$ cat src/rtl/vscale_wb_stage.sv
// Writeback stage: registers DX->WB state, selects the writeback source,
// aligns/extends load data and holds a load result that arrives during a stall.
module vscale_wb_stage #(
    parameter int XPR_LEN        = 32,
    parameter int REG_ADDR_WIDTH = 5
) (
    input  logic                      clk,
    input  logic                      reset,
    input  logic                      stall_WB,
    input  logic                      kill_DX,
    input  logic                      wr_reg_DX,
    input  logic [REG_ADDR_WIDTH-1:0] reg_to_wr_DX,
    input  logic [1:0]                wb_src_sel_DX,
    input  logic [XPR_LEN-1:0]        alu_out_DX,
    input  logic [XPR_LEN-1:0]        PC_DX,
    input  logic [2:0]                dmem_type_DX,
    input  logic [XPR_LEN-1:0]        csr_rdata,
    input  logic [XPR_LEN-1:0]        dmem_rdata,
    input  logic                      dmem_wait,
    output logic                      wr_reg_WB,
    output logic [REG_ADDR_WIDTH-1:0] reg_to_wr_WB,
    output logic [XPR_LEN-1:0]        wb_data_WB,
    output logic [XPR_LEN-1:0]        bypass_data_WB,
    output logic [XPR_LEN-1:0]        PC_WB,
    output logic                      load_stall_WB
);

    typedef enum logic [1:0] {
        WB_SRC_ALU = 2'd0,
        WB_SRC_PC4 = 2'd1,
        WB_SRC_CSR = 2'd2,
        WB_SRC_MEM = 2'd3
    } wb_src_e;

    localparam logic [2:0] MEM_LB  = 3'd0;
    localparam logic [2:0] MEM_LH  = 3'd1;
    localparam logic [2:0] MEM_LBU = 3'd4;
    localparam logic [2:0] MEM_LHU = 3'd5;

    logic               wr_valid_q;
    wb_src_e            src_q;
    logic [1:0]         byte_off_q;
    logic [2:0]         dmem_type_q;
    logic [XPR_LEN-1:0] result_q;
    logic [XPR_LEN-1:0] hold_q;
    logic               load_done_q;

    logic [7:0]         load_byte;
    logic [15:0]        load_half;
    logic [XPR_LEN-1:0] load_ext;

    // Only the low address bits survive into WB; the full ALU value is already in result_q.
    always_ff @(posedge clk) begin
        // NOTE: sequential state uses non-blocking assignments so every register
        // samples pre-edge values, independent of statement order.
        if (reset) begin
            wr_valid_q   <= 1'b0;
            reg_to_wr_WB <= '0;
            src_q        <= WB_SRC_ALU;
            byte_off_q   <= '0;
            dmem_type_q  <= '0;
            result_q     <= '0;
            PC_WB        <= '0;
            hold_q       <= '0;
            load_done_q  <= 1'b0;
        end else if (!stall_WB) begin
            wr_valid_q   <= wr_reg_DX && !kill_DX && (reg_to_wr_DX != '0);
            reg_to_wr_WB <= reg_to_wr_DX;
            src_q        <= wb_src_e'(wb_src_sel_DX);
            byte_off_q   <= alu_out_DX[1:0];
            dmem_type_q  <= dmem_type_DX;
            PC_WB        <= PC_DX;
            load_done_q  <= 1'b0;
            unique case (wb_src_e'(wb_src_sel_DX))
                WB_SRC_PC4: result_q <= PC_DX + XPR_LEN'(4);
                WB_SRC_CSR: result_q <= csr_rdata;
                default:    result_q <= alu_out_DX;
            endcase
        end else if (src_q == WB_SRC_MEM && !load_done_q && !dmem_wait) begin
            hold_q      <= load_ext;
            load_done_q <= 1'b1;
        end
    end

    always_comb begin
        // NOTE: every output of this block gets a default first so no path
        // leaves it unassigned, which would infer a latch.
        load_byte = dmem_rdata[{byte_off_q, 3'b000} +: 8];
        load_half = dmem_rdata[{byte_off_q[1], 4'b0000} +: 16];
        load_ext  = dmem_rdata;
        case (dmem_type_q)
            MEM_LB:  load_ext = {{(XPR_LEN-8){load_byte[7]}}, load_byte};
            MEM_LH:  load_ext = {{(XPR_LEN-16){load_half[15]}}, load_half};
            MEM_LBU: load_ext = {{(XPR_LEN-8){1'b0}}, load_byte};
            MEM_LHU: load_ext = {{(XPR_LEN-16){1'b0}}, load_half};
            default: load_ext = dmem_rdata;
        endcase
    end

    always_comb begin
        wb_data_WB = result_q;
        if (src_q == WB_SRC_MEM)
            wb_data_WB = load_done_q ? hold_q : load_ext;
    end

    assign bypass_data_WB = wb_data_WB;
    assign load_stall_WB  = (src_q == WB_SRC_MEM) && wr_valid_q && !load_done_q && dmem_wait;
    assign wr_reg_WB      = wr_valid_q && !load_stall_WB;

endmodule

$ cat config.mk
export PLATFORM = sky130hd
export DESIGN_NAME = vscale_wb_stage
export DESIGN_NICKNAME = d
export VERILOG_FILES = /design/src/rtl/vscale_wb_stage.sv
export SDC_FILE = /design/constraint.sdc
export NUM_CORES = 1
export LEC_CHECK = 0
export ABC_AREA = 1
export ABC_CLOCK_PERIOD_IN_PS = 3100
export CAP_MARGIN = 30
export CORE_ASPECT_RATIO = 0.5
export CORE_UTILIZATION = 49
export DETAILED_ROUTE_END_ITERATION = 8
export MAX_ROUTING_LAYER = met4
export PLACE_DENSITY = 0.9
export SETUP_SLACK_MARGIN = 0.4
export SLEW_MARGIN = 15
export SYNTH_ARGS = -nofsm -noshare
export SYNTH_HDL_FRONTEND = slang
export SYNTH_SLANG_ARGS = --single-unit
export TNS_END_PERCENT = 1
$ cat constraint.sdc
create_clock -name clk -period 3.1 [get_ports clk]
set_input_delay 0.31 -clock clk [delete_from_list [all_inputs] [get_ports clk]]
set_output_delay 0.31 -clock clk [all_outputs]
set_load 0.01 [all_outputs]
==> summary.md, run 1 <==
| Metric | Value |
|---|---|
| Detailed placement HPWL | 19,210 um |
| Critical-path maximum fanout | 17 |
| Gr ovfl total | 0 |
| Via count | 8,244 |
| Syn_nets | 1,263 |
| Worst slew pin tran | 0.7004 ns |
| GP Congestion | 0.9740 |
| Largest net degree at the start of global routing | 47 |
| Clock root buffer | clkbuf_16 |
| Clock period minus worst slack | 2.779 ns |
| Cells after synthesis | 1,115 |
| Crit path buf inv count | 3 |
| FF+latch count, synth | 110 |
| Primary FF master, synth | dfxtp_1 |
| Post-CTS setup buffers | 0 |
| Pwr Density | 403.6 mW/mm^2 |
| Fraction of registers with async set/reset | 0 |
| IO Pins | 247 |
| Antenna cells | 0 |
| RSZ-0062 raised after global routing | yes |
| CTS buffer count | 9 |
| Clock sink count | 110 |
| Routed wire length | 25,310 um |
| Fin util | 0.7011 |
| Post-synth EDFFs | 0 |
| Max Cap Viol | 0 |
| Hold bufs inserted after CTS | 0 |
| Synth area leaders | dfxtp_1 32%, nand2_1 18%, a21oi_1 8.5%, o21ai_0 8.0%, nor2_1 6.8% |
| Die width | 169.2 um |
| Starting DRT DRC Count | 913 |
| Final Cycle Share | 0.8964 |
| Share of layout cells above drive strength 1 | 0.04531 |
| Final hold viol count | 0 |
| CP top delay family | buffers and inverters |
| CP Cell Sequence | clkdlybuf4s50_1, inv_1, o21ai_1, nand3_4, nand3_1, o21ai_0, nand2_1, clkdlybuf4s50_1 |
| Filler instances | 1,200 |
| Peak VDD IR | 0.0003213 V |
| Port Buffers | 246 |
| Clk_lat worst skew | 0.35 ns |
| Row cnt | 30 |
| First-pass GRT wire length | 38,780 um |
| Clock Skew | 0.007211 ns |
| CTS tree | yes |
| Commonest non-fill, non-tap cells in the layout | 324 x nand2_1, 244 x clkdlybuf4s50_1, 124 x nor2_1, 113 x a21oi_1 |
| Initial Util | 0.5039 |
| Outcome | finished clean |
| Synth cell types | 36 |
| Critical Path AT | 2.47 ns |
| Residual DRC | 0 |
| Syn_area_per_cell | 6.140 sq um |
| Max Freq | 359.9 MHz |
| Cell taking the most area after synthesis | dfxtp_1 |
| CP Capture Type | output pin |
| Hold WC Path Type | flop to flop |
| Clock-pin transition on the worst setup and hold timing paths | 0.08 ns |
| Slew Viols, Final | 0 |
| Routed Antenna Nets | 0 |
| Vias in the first global route | 7,394 |
| CP Class | input pin to output pin |
| Sequential element share of the synthesized area | 0.3216 |
| CP max stage delay | 0.56 ns |
| Net count, final | 1,446 |
| Dpl ws | 0.3071 ns |
| H-tree levels | 3 |
| Core Box Area | 0.01359 sq mm |
| Yosys warnings | 0 |
| Clock Tree Buf Depth | 2 |
| Setup TNS | 0 ns |
| Endpoints failing setup | 0 |
| Post-Syn Area | 0.006847 sq mm |
| WP data required | 2.79 ns |
| Commonest non-fill, non-tap cell in the layout | nand2_1 |
| Pleak | 4.270 nW |
| Yosys top cell area share | 0.3216 |
| Tot GR Track Use | 0.3522 |
| Cell mode on critical path | clkdlybuf4s50_1 |
| Synthesis-to-layout area growth | 39.14% |
| Die height | 85.59 um |
| WL/cell | 16.94 um |
| Initial DRT Pass Iterations | 5 |
| Die area | 0.01448 sq mm |
| Worst slew margin | 0.5316 |
| Worst setup margin | 0.3212 ns |
| Worst path slowest cell | clkdlybuf4s50_1 |
| Vias per cell | 5.518 |
| CP Launch Type | input pin |
| Initial antenna violation count | 0 |
## metal layers
metal / GRT usage / share of wire
met5: - / 0
met4: 0.1032 / 0.028
met3: 0.06091 / 0.086
met2: 0.5421 / 0.45
met1: 0.4738 / 0.44
## worst min-delay path: cells and delay by family, from the launching register on
family / cells / cell delay [ns]
AND/OR/NAND/NOR: 2 / 0.10
flip-flops: 1 / 0.31
## logic make-up (layout without fill, tap and decap cells)
| group | after synthesis | after routing | synth area share |
|---|---|---|---|
| buffers and inverters | 192 | 379 | 0.1336 |
| AOI/OAI and AO/OA | 301 | 301 | 0.2398 |
| adders and majority gates | 4 | 4 | 0.007310 |
| DFF | 110 | 110 | 0.3216 |
| and+or+nand+nor | 508 | 508 | 0.2977 |
## power by group
group	switching, mW	internal, mW	total, mW
sequential	0.0436	1.48	1.53
clock	0.536	0.746	1.28
combinational	0.537	0.498	1.03
total	1.12	2.73	3.84
## synthesized netlist by cell type, types with 3 or more instances
cell type  instances
buf_1              3
clkbuf_1          29
o21ai_0          110
a21oi_1          116
buf_2             19
inv_1             92
o21a_1             7
nand3_1           44
nand2_2            3
o22ai_1            5
o31ai_1            5
nor2_4             3
ha_1               4
o2111ai_1          9
a221oi_1           4
dfxtp_1          110
buf_6              3
nand2_1          324
inv_2              6
o21ai_1           30
a22o_1            11
buf_4             38
nor2_1           124
## registers in the layout, indices dropped and copies added, names as in the netlist
| signal | flops |
|---|---|
| result_q | 32 |
| src_q | 2 |
| dmem_type_q | 3 |
| PC_WB | 32 |
| byte_off_q | 2 |
| reg_to_wr_WB | 5 |
| wr_valid_q | 1 |
| hold_q | 32 |
| load_done_q | 1 |
## worst paths after layout
check	startpoint	to	slack, ns	cells after the start
setup reg to reg	src_q[0]$_SDFFE_PP0N_	hold_q[21]$_SDFFE_PP0P_	1.04	9
hold / removal	PC_WB[6]$_SDFFE_PP0N_	PC_WB[6]$_SDFFE_PP0N_	0.45	2
setup / recovery	dmem_rdata[15]	wb_data_WB[21]	0.32	8
hold reg to reg	PC_WB[6]$_SDFFE_PP0N_	PC_WB[6]$_SDFFE_PP0N_	0.45	2
## repair_timing
action                     4_1_cts  5_1_grt
resized for setup                9        6
setup endpoints to repair       64       62
hold endpoints to repair         0        0
pin swaps                        0        1
## metrics by stage
stage	instance area, sq um	instances	power, mW	hold WS [ns]
2_1_floorplan	6847	1115	2.061	0.4203
3_3_place_gp	9175	1479	2.551	0.4280
3_5_place_dp	9175	1479	2.565	0.4328
4_1_cts	9519	1494	3.834	0.4503
5_1_grt	9527	1494	4.005	0.4697
6_report	9527	1494	3.845	0.4507
## area by class of cell
type / instances / area [sq um] / share of cell area
clock buffer: 11 / 252.7 / 0.02653
clock inverter: 4 / 70.07 / 0.007355
inverter: 100 / 381.6 / 0.04006
multi-input combinational: 813 / 3752 / 0.3939
sequential: 110 / 2206 / 0.2315
tap: 192 / 240.2 / 0.02522
timing repair buffer: 264 / 2624 / 0.2754
(Power assumes the default switching activity.)
==> run 2: changes to the inputs <==
--- a/config.mk
+++ b/config.mk
@@ -8,11 +8,13 @@
 export ABC_AREA = 1
 export ABC_CLOCK_PERIOD_IN_PS = 3100
 export CAP_MARGIN = 30
+export CELL_PAD_IN_SITES_DETAIL_PLACEMENT = 1
+export CELL_PAD_IN_SITES_GLOBAL_PLACEMENT = 2
 export CORE_ASPECT_RATIO = 0.5
-export CORE_UTILIZATION = 49
+export CORE_UTILIZATION = 24
 export DETAILED_ROUTE_END_ITERATION = 8
 export MAX_ROUTING_LAYER = met4
-export PLACE_DENSITY = 0.9
+export PLACE_DENSITY = 0.88
 export SETUP_SLACK_MARGIN = 0.4
 export SLEW_MARGIN = 15
 export SYNTH_ARGS = -nofsm -noshare
==> run 2 against run 1 <==
Effect of this change: combinational power rose by 5%; core utilization fell by 35 points; final cell count rose by 13%; setup slack improved by 0.027 ns; non-clock buffer count rose by 4; clock skew rose by 0.0023 ns; die area rose by 100%; hold slack improved by 0.0026 ns; sequential share of layout area fell by 0.62 points; sequential power barely moved; critical path depth did not move; count of clock-buffer cells in the layout fell by 2.
==> summary.md, run 2 (synthesis results as in run 1) <==
| Metric | Value |
|---|---|
| Die area | 0.02925 sq mm |
| Area of the multi-input gates | 0.003757 sq mm |
| Clock sink count | 110 |
| IO Pins | 247 |
| Routed Antenna Nets | 0 |
| Clock share of power | 0.338 |
| HP Start | PC_WB[6]$_SDFFE_PP0N_ |
| Peak VDD IR | 0.0002830 V |
| Post-CTS setup buffers | 0 |
| WL/cell | 19.14 um |
| Outcome | finished clean |
| Max Cap Viol | 0 |
| WHS | 0.4534 ns |
| CTS tree | yes |
| Clock root buffer | clkbuf_16 |
| Commonest non-fill, non-tap cells in the layout | 324 x nand2_1, 243 x clkdlybuf4s50_1, 124 x nor2_1, 111 x a21oi_1, 110 x o21ai_0 |
| Row cnt | 43 |
| Residual DRC | 0 |
| Routed wire length | 32,440 um |
| Clock Tree Buf Depth | 2 |
| Largest registers | PC_WB x32, hold_q x32, result_q x32 |
| Cells on worst reg2reg path | 9 |
| RSZ-0062 raised after global routing | yes |
| Top Usage Layer GRT | met2 |
| Max Freq | 363.4 MHz |
| Worst slew margin | 0.5054 |
| Die height | 121.4 um |
| Core Box Area | 0.02787 sq mm |
| Detailed placement HPWL | 25,780 um |
| Tot GR Track Use | 0.2301 |
| Clock-pin transition on the worst setup and hold timing paths | 0.08 ns |
| Area taken by flip-flops and latches | 0.002208 sq mm |
| Clock Skew | 0.009510 ns |
| R2r endpoint | hold_q[20]$_SDFFE_PP0P_ |
| Vias in the first global route | 8,326 |
| Clock period minus worst slack | 2.751 ns |
| WP data required | 2.79 ns |
| Final hold viol count | 0 |
| Initial DRT Pass Iterations | 5 |
| Die width | 240.9 um |
| CP Launch Type | flop |
| Initial Util | 0.2457 |
| Port Buffers | 246 |
| Gr ovfl total | 0 |
| Hold bufs inserted after CTS | 0 |
| H-tree levels | 3 |
| GP Congestion | 0.9560 |
| Vias per cell | 4.755 |
| CP Class | flop to output pin |
| R2R setup slack | 1.03 ns |
| Internal | 2.699 mW |
| Seq pwr share | 0.388 |
| Critical-path maximum fanout | 14 |
| Hold Path Cell Cnt | 2 |
| Final Cycle Share | 0.8876 |
| Worst slew pin tran | 0.7419 ns |
| CTS buffer count | 9 |
| Total Power | 3.939 mW |
| Pleak | 4.279 nW |
| Setup TNS | 0 ns |
| Critical Path AT | 2.44 ns |
| Pwr Density | 401.9 mW/mm^2 |
| Share of layout cells above drive strength 1 | 0.05050 |
| Worst Hold Path EP | PC_WB[6]$_SDFFE_PP0N_ |
| CP Capture Type | output pin |
| Initial antenna violation count | 6 |
| Slew Viols, Final | 0 |
| Comb pwr share | 0.275 |
| Psw | 1.240 mW |
| First-pass GRT wire length | 48,910 um |
| Starting DRT DRC Count | 533 |
| Endpoints failing setup | 0 |
| Largest net degree at the start of global routing | 55 |
| Commonest non-fill, non-tap cell in the layout | nand2_1 |
| Via count | 8,059 |
| Filler instances | 3,554 |
| Met2 Use GR | 0.3808 |
| Worst r2r src | src_q[1]$_SDFFE_PP0N_ |
| Hold WC Path Type | flop to flop |
| Synthesis-to-layout area growth | 43.17% |
| Met3 Track Usage GR | 0.03435 |
| Clk_lat worst skew | 0.38 ns |
| Net Sw Frac | 0.3148 |
| Net count, final | 1,450 |
| Met1 Use GR | 0.2881 |
-- run 2: cell types whose count changed in the layout (fill, tap and decap cells not counted), moves of 2 or more --
cell      previous run  this run
o21ai_0            107       110
clkbuf_8             2         0
o21ai_1             32        29
diode_2              0         6
buf_4               16        21
a21oi_1            113       111
a21oi_2              3         5
-- run 2: worst max-delay path, stage by stage (launching register included) --
cell and delay, ns:
dfxtp_2 0.41, nor2_1 0.23, inv_2 0.14, o21ai_0 0.20, o21ai_0 0.11, nand2_1 0.06, o21ai_1 0.09, a21oi_2 0.23
clkdlybuf4s50_1 0.58
-- run 2: per-layer routing --
metal,wire [um],part of all wire
met3,1125,0.035
met2,15910,0.49
met5,0,0
met1,14780,0.46
met4,629,0.019
-- run 2: worst max-delay path by stage --
stage	startpoint	to
after floorplan	byte_off_q[0]$_SDFFE_PP0N_	wb_data_WB[4]
after global placement	dmem_rdata[13]	bypass_data_WB[5]
after detailed placement	dmem_rdata[13]	bypass_data_WB[5]
after CTS	dmem_type_q[1]$_SDFFE_PP0N_	bypass_data_WB[14]
after global routing	byte_off_q[0]$_SDFFE_PP0N_	wb_data_WB[4]
final	dmem_type_q[0]$_SDFFE_PP0N_	wb_data_WB[6]
-- run 2: layout make-up --
| type | instances | share of cell area |
|---|---|---|
| inverter | 100 | 0.03881 |
| antenna | 6 | 0.001532 |
| clock buffer | 9 | 0.02298 |
| tap | 382 | 0.04876 |
| sequential | 110 | 0.2253 |
| multi-input combinational | 813 | 0.3833 |
| clock inverter | 7 | 0.009957 |
| timing repair buffer | 268 | 0.2693 |
-- run 2: through the flow --
step	cells	utilization	setup WS, ns	instance area, sq um
final	1695	0.3517	0.3486	9802
after global routing	1695	0.3517	0.2065	9802
after CTS	1689	0.3506	0.3299	9771
after detailed placement	1673	0.3384	0.3438	9430
after global placement	1673	0.3384	0.3490	9430
after floorplan	1115	-	1.301	6847
-- run 2: timing repair --
action / in CTS / in global routing
endpoints found under the hold margin: 0 / 0
setup endpoints to repair: 62 / 63
resized for setup: 10 / 5
pin swaps: 1 / 0
-- run 2: power groups by stage --
stage               Combinational [mW]  Sequential (mW)  Clock [mW]
finish                            1.08             1.53        1.33
global route                      1.18             1.54        1.42
CTS                               1.08             1.53        1.37
detailed placement                1.08             1.56           0
global placement                  1.06             1.56           0
floorplan                        0.503             1.56           0
==> run 3: changes to the inputs <==
--- a/config.mk
+++ b/config.mk
@@ -10,7 +10,7 @@
 export CAP_MARGIN = 30
 export CELL_PAD_IN_SITES_DETAIL_PLACEMENT = 1
 export CELL_PAD_IN_SITES_GLOBAL_PLACEMENT = 2
-export CORE_ASPECT_RATIO = 0.5
+export CORE_ASPECT_RATIO = 1.25
 export CORE_UTILIZATION = 24
 export DETAILED_ROUTE_END_ITERATION = 8
 export MAX_ROUTING_LAYER = met4
==> run 3 against run 2 <==
Effect of this change: cell area rose by 0.11%; clock power fell by 4%; first-iteration DRC count fell by 39%; sequential cell count did not move; non-clock buffer count rose by 5; count of clock-buffer cells in the layout rose by 3; clock skew fell by 0.00092 ns; sequential power barely moved; via count fell by 1.2%; sequential share of layout area fell by 0.064 points; critical path type is now input pin to output pin.
==> summary.md, run 3 (synthesis results as in run 1) <==
| Metric | Value |
|---|---|
| Outcome | finished clean |
| Pleak | 4.306 nW |
| Final Cycle Share | 0.8814 |
| Vias in the first global route | 8,060 |
| Via count | 7,961 |
| Commonest non-fill, non-tap cells in the layout | 324 x nand2_1, 245 x clkdlybuf4s50_1, 123 x nor2_1, 109 x a21oi_1 |
| CP Capture Type | output pin |
| Tot GR Track Use | 0.2186 |
| Net Sw Frac | 0.3120 |
| Row cnt | 68 |
| Max Freq | 366.0 MHz |
| Largest registers | PC_WB x32, hold_q x32, result_q x32 |
| Endpoints failing setup | 0 |
| Area of the multi-input gates | 0.003759 sq mm |
| Internal | 2.675 mW |
| Top Usage Layer GRT | met2 |
| CP Launch Type | input pin |
| Cell mode on critical path | nand2_1 |
| Critical Path AT | 2.42 ns |
| Placed Instance Area | 0.009465 sq mm |
| Filler instances | 3,603 |
| Clock-pin transition on the worst setup and hold timing paths | 0.08 ns |
| Synthesis-to-layout area growth | 43.33% |
| CTS tree | yes |
| Slew Viols, Final | 0 |
| Clock root buffer | clkbuf_16 |
| Port Buffers | 246 |
| Net count, final | 1,455 |
| Clock period minus worst slack | 2.732 ns |
| Pwr Density | 396.2 mW/mm^2 |
| Detailed placement HPWL | 24,550 um |
| Starting DRT DRC Count | 323 |
| Gr ovfl total | 0 |
| Comb pwr share | 0.279 |
| Dpl ws | 0.3713 ns |
| WP data required | 2.79 ns |
| Die height | 190.8 um |
| Hold WC Path Type | flop to flop |
| IO Pins | 247 |
| CTS buffer count | 9 |
| Die area | 0.02921 sq mm |
| Vias per cell | 4.790 |
| Clk_lat worst skew | 0.37 ns |
| Initial antenna violation count | 0 |
| Core Box Area | 0.02782 sq mm |
| CP max stage delay | 0.54 ns |
| Share of layout cells above drive strength 1 | 0.05412 |
| Max Cap Viol | 0 |
| Commonest non-fill, non-tap cell in the layout | nand2_1 |
| Antenna cells | 0 |
| Largest net degree at the start of global routing | 47 |
| Worst setup margin | 0.3677 ns |
| CP Cell Sequence | clkdlybuf4s50_1, inv_1, a21oi_1, o21ai_0, nand2_1, nand2_2, buf_4, nand2_1, o21ai_0, nand2_1, nand2_1, nand2_1, clkdlybuf4s50_1 |
| RSZ-0062 raised after global routing | yes |
| Initial Util | 0.2461 |
| CP Class | input pin to output pin |
| Cell area after layout | 0.009813 sq mm |
| Clock Skew | 0.008586 ns |
| Met1 Use GR | 0.2580 |
| Met3 Track Usage GR | 0.03455 |
| Peak VDD IR | 0.0002723 V |
| Hold bufs inserted after CTS | 0 |
| Clock Tree Buf Depth | 2 |
| Met2 Use GR | 0.3727 |
| WL/cell | 18.62 um |
| Worst path slowest cell | clkdlybuf4s50_1 |
| Setup TNS | 0 ns |
| Seq pwr share | 0.391 |
| Routed Antenna Nets | 0 |
| Psw | 1.213 mW |
| Routed wire length | 30,950 um |
| Clock share of power | 0.330 |
| Total Power | 3.888 mW |
| Critical-path maximum fanout | 11 |
| GP Congestion | 0.9396 |
| WHS | 0.4527 ns |
| Residual DRC | 0 |
| Worst slew margin | 0.5948 |
| Initial DRT Pass Iterations | 5 |
| First-pass GRT wire length | 47,090 um |
| Post-CTS setup buffers | 0 |
| H-tree levels | 3 |
| Area taken by flip-flops and latches | 0.002205 sq mm |
| Worst slew pin tran | 0.6070 ns |
| Clock sink count | 110 |
| Die width | 153.1 um |
| Final hold viol count | 0 |
==> run 3: worst paths after layout <==
| kind | start | endpoint | slack, ns | depth (start not counted) |
|---|---|---|---|---|
| worst min-delay path | PC_WB[0]$_SDFFE_PP0N_ | PC_WB[0]$_SDFFE_PP0N_ | 0.45 | 2 |
| worst max register to register | src_q[1]$_SDFFE_PP0N_ | hold_q[21]$_SDFFE_PP0P_ | 0.99 | 9 |
| worst min register to register | PC_WB[0]$_SDFFE_PP0N_ | PC_WB[0]$_SDFFE_PP0N_ | 0.45 | 2 |
| worst max-delay path | dmem_rdata[15] | bypass_data_WB[14] | 0.37 | 13 |
==> run 3: area by class of cell <==
class                           instances  area share
Inverter                              100     0.03889
Clock inverter                          4    0.005355
Sequential cell                       110      0.2247
Multi-Input combinational cell        813      0.3830
Clock buffer                           12     0.02614
Timing Repair Buffer                  273      0.2773
Tap cell                              350     0.04463
==> run 3: metal layers <==
metal,share of wire,up-vias
met5,0,-
li1,-,3964
met4,0.031,0
met1,0.43,3752
met2,0.50,203
met3,0.039,42
==> run 3: power groups by stage <==
stage	logic [mW]	registers, mW	clock network [mW]
2_1_floorplan	0.503	1.56	0
3_5_place_dp	1.08	1.55	0
6_report	1.09	1.52	1.28
3_3_place_gp	1.07	1.55	0
4_1_cts	1.09	1.52	1.33
5_1_grt	1.18	1.53	1.38
==> run 3: stage by stage <==
| stage | util | std cells |
|---|---|---|
| floorplan | - | 1115 |
| global placement | 0.3402 | 1646 |
| detailed placement | 0.3402 | 1646 |
| CTS | 0.3522 | 1662 |
| global route | 0.3527 | 1662 |
| finish | 0.3527 | 1662 |
==> run 3: repair_timing <==
action | CTS | global route
gates cloned | 0 | 0
endpoints found under the setup margin | 50 | 64
resized for setup | 12 | 4
==> run 3: critical path: cells and delay by family <==
family	cells	cell delay (ns)
AOI/OAI and AO/OA	3	0.35
and+or+nand+nor	6	0.47
buffers and inverters	4	1.28
